## src/rtl/fetch_unit.sv

```systemverilog
// Instruction-fetch stage: owns the PC, issues icache reads, parks a word while decode stalls.
// Optional FETCH_PERF_EN adds saturating fetch/stall performance counters.
//
// state  | meaning
// FETCH  | read request to icache at pc, forward the hit to IF/ID
// HOLD   | decode stalled on a returned word; present it from the hold buffer
// HALTED | halt seen; no further fetching until reset
module fetch_unit #(
   parameter logic [31:0] RESET_PC = 32'h0000_0000,
   parameter logic [31:0] PC_STEP  = 32'd4
) (
   input  logic        CLK,
   input  logic        RST,
   input  logic        stall_i,
   input  logic        redirect_i,
   input  logic [31:0] redirect_pc_i,
   input  logic        halt_i,
   input  logic        ihit,
   input  logic [31:0] imemload,
   output logic        imemREN,
   output logic [31:0] imemaddr,
   output logic [31:0] instr_o,
   output logic [31:0] npc_o,
   output logic [31:0] curr_pc_o,
   output logic        ifid_en_o,
`ifdef FETCH_PERF_EN
   output logic        ifid_flush_o,
   output logic [31:0] fetch_count_o,
   output logic [31:0] stall_count_o
`else
   output logic        ifid_flush_o
`endif
);

   typedef enum logic [1:0] {
      FETCH  = 2'd0,
      HOLD   = 2'd1,
      HALTED = 2'd2
   } state_t;

   state_t      state;
   state_t      state_next;
   logic [31:0] pc;
   logic [31:0] pc_next;
   logic [31:0] buf_instr;
   logic [31:0] buf_instr_next;
   logic [31:0] buf_pc;
   logic [31:0] buf_pc_next;
   logic [31:0] pc_inc;
   logic [31:0] buf_pc_inc;

   assign pc_inc     = pc + PC_STEP;
   assign buf_pc_inc = buf_pc + PC_STEP;

   always_ff @(posedge CLK) begin
      if (RST) begin
         state     <= FETCH;
         pc        <= RESET_PC;
         buf_instr <= 32'h0;
         buf_pc    <= 32'h0;
      end else begin
         state     <= state_next;
         pc        <= pc_next;
         buf_instr <= buf_instr_next;
         buf_pc    <= buf_pc_next;
      end
   end

   always_comb begin
      state_next     = state;
      pc_next        = pc;
      buf_instr_next = buf_instr;
      buf_pc_next    = buf_pc;
      case (state)
         FETCH: begin
            if (redirect_i) begin
               pc_next        = redirect_pc_i;
               buf_instr_next = 32'h0;
               buf_pc_next    = 32'h0;
               state_next     = FETCH;
            end else if (halt_i) begin
               state_next = HALTED;
            end else if (ihit) begin
               pc_next = pc_inc;
               if (stall_i) begin
                  buf_instr_next = imemload;
                  buf_pc_next    = pc;
                  state_next     = HOLD;
               end
            end
         end
         HOLD: begin
            if (redirect_i) begin
               pc_next        = redirect_pc_i;
               buf_instr_next = 32'h0;
               buf_pc_next    = 32'h0;
               state_next     = FETCH;
            end else if (halt_i) begin
               buf_instr_next = 32'h0;
               buf_pc_next    = 32'h0;
               state_next     = HALTED;
            end else if (!stall_i) begin
               state_next = FETCH;
            end
         end
         HALTED: begin
            state_next = HALTED;
         end
         default: begin
            state_next = FETCH;
         end
      endcase
   end

   // Reset forces every output low, regardless of state or icache activity.
   always_comb begin
      imemREN      = 1'b0;
      imemaddr     = 32'h0;
      instr_o      = 32'h0;
      npc_o        = 32'h0;
      curr_pc_o    = 32'h0;
      ifid_en_o    = 1'b0;
      ifid_flush_o = 1'b0;
      if (!RST) begin
         case (state)
            FETCH: begin
               imemaddr  = pc;
               instr_o   = imemload;
               curr_pc_o = pc;
               npc_o     = pc_inc;
               if (redirect_i) begin
                  ifid_flush_o = 1'b1;
               end else if (!halt_i) begin
                  imemREN   = 1'b1;
                  ifid_en_o = ihit & ~stall_i;
               end
            end
            HOLD: begin
               imemaddr  = pc;
               instr_o   = buf_instr;
               curr_pc_o = buf_pc;
               npc_o     = buf_pc_inc;
               if (redirect_i) begin
                  ifid_flush_o = 1'b1;
               end else if (!halt_i) begin
                  ifid_en_o = ~stall_i;
               end
            end
            HALTED: begin
               imemaddr  = pc;
               curr_pc_o = pc;
               npc_o     = pc_inc;
            end
            default: begin
               imemaddr = pc;
            end
         endcase
      end
   end

`ifdef FETCH_PERF_EN
   logic stall_event;

   assign stall_event = (imemREN & ~ihit) | ((state == HOLD) & stall_i);

   always_ff @(posedge CLK) begin
      if (RST) begin
         fetch_count_o <= 32'h0;
         stall_count_o <= 32'h0;
      end else begin
         if (ifid_en_o && (fetch_count_o != 32'hFFFF_FFFF))
            fetch_count_o <= fetch_count_o + 32'd1;
         if (stall_event && (stall_count_o != 32'hFFFF_FFFF))
            stall_count_o <= stall_count_o + 32'd1;
      end
   end
`endif

endmodule

```

## config.mk

```make
export PLATFORM = sky130hd
export DESIGN_NAME = fetch_unit
export DESIGN_NICKNAME = d
export VERILOG_FILES = /design/src/rtl/fetch_unit.sv
export SDC_FILE = /design/constraint.sdc
export NUM_CORES = 1
export LEC_CHECK = 0
export CAP_MARGIN = 20
export CELL_PAD_IN_SITES_DETAIL_PLACEMENT = 1
export CELL_PAD_IN_SITES_GLOBAL_PLACEMENT = 1
export CORE_ASPECT_RATIO = 0.6
export CORE_MARGIN = 1.5
export CORE_UTILIZATION = 30
export DETAILED_ROUTE_END_ITERATION = 12
export GPL_TIMING_DRIVEN = 0
export PLACE_DENSITY_LB_ADDON = 0.1
export SLEW_MARGIN = 40
export SYNTH_ARGS = -nofsm -noshare
export SYNTH_HDL_FRONTEND = slang
export SYNTH_SLANG_ARGS = --single-unit
```

## constraint.sdc

```tcl
create_clock -name CLK -period 2.8 [get_ports CLK]
set_input_delay 0.7 -clock CLK [delete_from_list [all_inputs] [get_ports CLK]]
set_output_delay 0.7 -clock CLK [all_outputs]
set_load 0.05 [all_outputs]
```

==> impl_metrics.toml <==
[sta]
period_share_pct = 110
relSlewSlack_pct = 39.3
setup_ws_ns = -0.283
rsz0062_at_grt = "yes"
clock_skew_ns = 0.00990
holdWs_ns = 0.459
setup_violations = 19
hold_viol = 0
worst_slew_pin_slew_ns = 0.911
maxSlewViolCount = 0
fin_crit_ns = 3.08
fmaxAchievable_mhz = 324

[setup_path]
rrSetupSlack_ns = 0.45
cp-endpoint = "npc_o[23]"
reg2reg_to = "buf_instr[2]$_SDFFE_PP0P_"
r2r-start = "state[0]$_SDFFE_PP0P_"
worstPathRequired_ns = 2.10
critical_path_arrival_ns = 2.38
crit_type = "flop to output pin"
start_kind = "flop"
worstSetupEndpointType = "output pin"
reg2reg_depth = 7
critPathMaxFanout = 6
critPathLaunch = "pc[12]$_SDFFE_PP0P_"

[grt]
grt.total_usage_pct = 29.9
grt_overflow = 0
grt_pass1_wl_mm = 52.6
grt_max_degree = 18
antenna_found_initial = 1
grt_pass1_vias = 8259

[clock_network]
clk_pin_slew_worst_paths_ns = 0.08
htree_levels = 3
cts_buffers = 9
clock_latency_ns = 0.37
cts_root_buffer = "clkbuf_16"
clock-sinks = 98
cts_buffer_depth = 2
hold_buffers = 0
cts_tree = "yes"

[floorplanning]
die_w_um = 198
ioPinCount = 201
start_util_pct = 30.8
die_h_um = 120
die-area_um2 = 23700
core_area_um2 = 22200
fp-row-count = 42

[drt]
wire_per_inst_um = 24.2
vias_per_cell = 5.67
routed_wl_mm = 36.4
dr.pass1.iters = 6
dr.first_iter.drc_count = 889
vias = 8529
ant_nets = 0
drcViolationCount = 0

[layout]
area_growth_pct = 56.5
num-nets-final = 1261
postLayoutCellArea_um2 = 10700
fin_util_pct = 48.2
drive_gt1_share_pct = 35.8

[run_status]
violations = "negative setup slack"
status = "finished, violations left"

[placed_design]
hpwl_mm = 25.5
gp_congestion = 0.876
port_buffers = 199
postPlaceCellArea_um2 = 9340
post-place-ws_ns = -1.62

[pwr]
p_sw_share_pct = 38.4
power_density_nw_per_um2 = 390
seqPwrFrac_pct = 36.8
clockPowerShare_pct = 30.8
combinationalPowerShare_pct = 32.3
power_leakage_nw = 4.12
power_w = 0.00418
vdd_ir_drop_max_v = 0.000308
intPower_w = 0.00257
switching_power_w = 0.00160

[yosys]
synth.distinct_cells = 63
synth.top_cell.area_share_pct = 28.7
syn_inst = 919
syn_avg_cell_area_um2 = 7.44
yosysSeqAreaShare_pct = 28.7
ys_ff_latch = 98
synth.largest_area_cell = "dfxtp_1"
synthTopCellsByCount = "nand2_1, dfxtp_1, nor2_1"
synth_area_leaders = "dfxtp_1, a21oi_1, mux2i_1"
syn_nets = 991
ys.flop_type = "dfxtp_1"
synth_edf_count = 0
synth_area_um2 = 6830
yosysWarnings = 0
yosysMostFrequentCell = "nand2_1"
async_reset_ff_share_pct = 0

[flow_run]
cap_violations = 0

[hold_path]
hold_class = "flop to flop"
power by group through the flow:
stage               logic [W]  registers, W  clock network (W)
floorplan            0.000779       0.00153                  0
global placement      0.00126       0.00154                  0
detailed placement    0.00127       0.00155                  0
CTS                   0.00129       0.00153            0.00130
global route          0.00141       0.00155            0.00135
finish                0.00135       0.00154            0.00129
layout by cell type, fill, tap and decap left out, types with 6 or more instances in the layout:
cell / count
nor3_2: 6
a21oi_2: 8
nand3_4: 6
dfxtp_2: 28
nand3_1: 47
nand3b_1: 24
nor2b_1: 28
nand4_1: 21
clkbuf_2: 13
clkdlybuf4s50_1: 67
o22ai_2: 14
o31a_1: 7
o21ai_0: 18
nor2_1: 84
a21o_1: 6
a22o_1: 32
inv_1: 9
buf_2: 47
clkbuf_8: 11
and3_1: 6
nor3_1: 7
dlygate4sd2_1: 7
nand2_1: 100
clkbuf_1: 21
clkbuf_4: 18
xor2_1: 17
clkbuf_16: 9
xnor2_1: 20
clkdlybuf4s15_2: 19
buf_4: 114
o31ai_1: 6
dfxtp_1: 61
buf_6: 44
dfxtp_4: 9
mux2i_1: 38
a22oi_1: 21
xnor2_2: 7
a21oi_1: 74
area by class of cell:
cell class              count  area (µm²)
plain buffers              89         651
multi-input cells         706        4960
diodes                      1        2.50
flip-flops and latches     98        2030
clock buffers              10         239
well taps                 308         385
repair buffers            274        2340
fillers                  2695       11500
clock inverters             6        47.5
inverters                  11        41.3
sequential cells by signal (all words and copies together) (netlist names):
register   cells
buf_instr     32
state          2
pc            32
buf_pc        32
worst max-delay path, stage by stage (launching register included):
cell and delay (ns):
dfxtp_2 0.33, buf_6 0.11, nand4_4 0.16, nor4_4 0.39, buf_6 0.18, nand2_4 0.05, or3_4 0.38, a31oi_4 0.22
buf_6 0.19
timing repair:
action	4_1_cts	5_1_grt
gates resized for setup	812	161
pin swaps	35	44
setup buffers	49	26
endpoints found under the setup margin	131	99
worst min-delay path by stage:
stage	from	end	slack (ns)	cells after the start
finish	buf_pc[0]$_SDFFE_PP0P_	buf_pc[0]$_SDFFE_PP0P_	0.46	2
global route	buf_instr[15]$_SDFFE_PP0P_	buf_instr[15]$_SDFFE_PP0P_	0.49	1
CTS	buf_pc[29]$_SDFFE_PP0P_	buf_pc[29]$_SDFFE_PP0P_	0.46	2
detailed placement	buf_pc[0]$_SDFFE_PP0P_	buf_pc[0]$_SDFFE_PP0P_	0.45	2
global placement	buf_pc[29]$_SDFFE_PP0P_	buf_pc[29]$_SDFFE_PP0P_	0.44	2
floorplan	buf_instr[31]$_SDFFE_PP0P_	buf_instr[31]$_SDFFE_PP0P_	0.43	2
logic make-up (layout without fill, tap and decap cells):
group,count (synthesis),after routing,synth area share (%)
flip-flops,98,98,28.7
adder cells (fa/ha/maj),2,2,0.366
multiplexers,40,40,5.88
buffers and inverters,115,390,7.56
AND/OR/NAND/NOR,392,392,29.5
other,0,1,0
XOR/XNOR,49,49,6.28
AO/OA/AOI/OAI,223,223,21.7
metrics by stage:
stage / instances / setup TNS [ns]
3_3_place_gp: 1426 / -163.16
2_1_floorplan: 919 / -0.336
4_1_cts: 1485 / -2.72
3_5_place_dp: 1426 / -170.29
5_1_grt: 1502 / -4.11
6_report: 1503 / -2.98
metal layers:
layer | track usage, % | up-vias | routed length, µm
li1 | - | 3815 | -
met1 | 44.4 | 4218 | 17300
met2 | 41.4 | 458 | 15000
met3 | 9.27 | 38 | 3630
met4 | 6.58 | 0 | 516
met5 | 0 | - | 0
No activity file was read; power rests on OpenSTA's default activity.
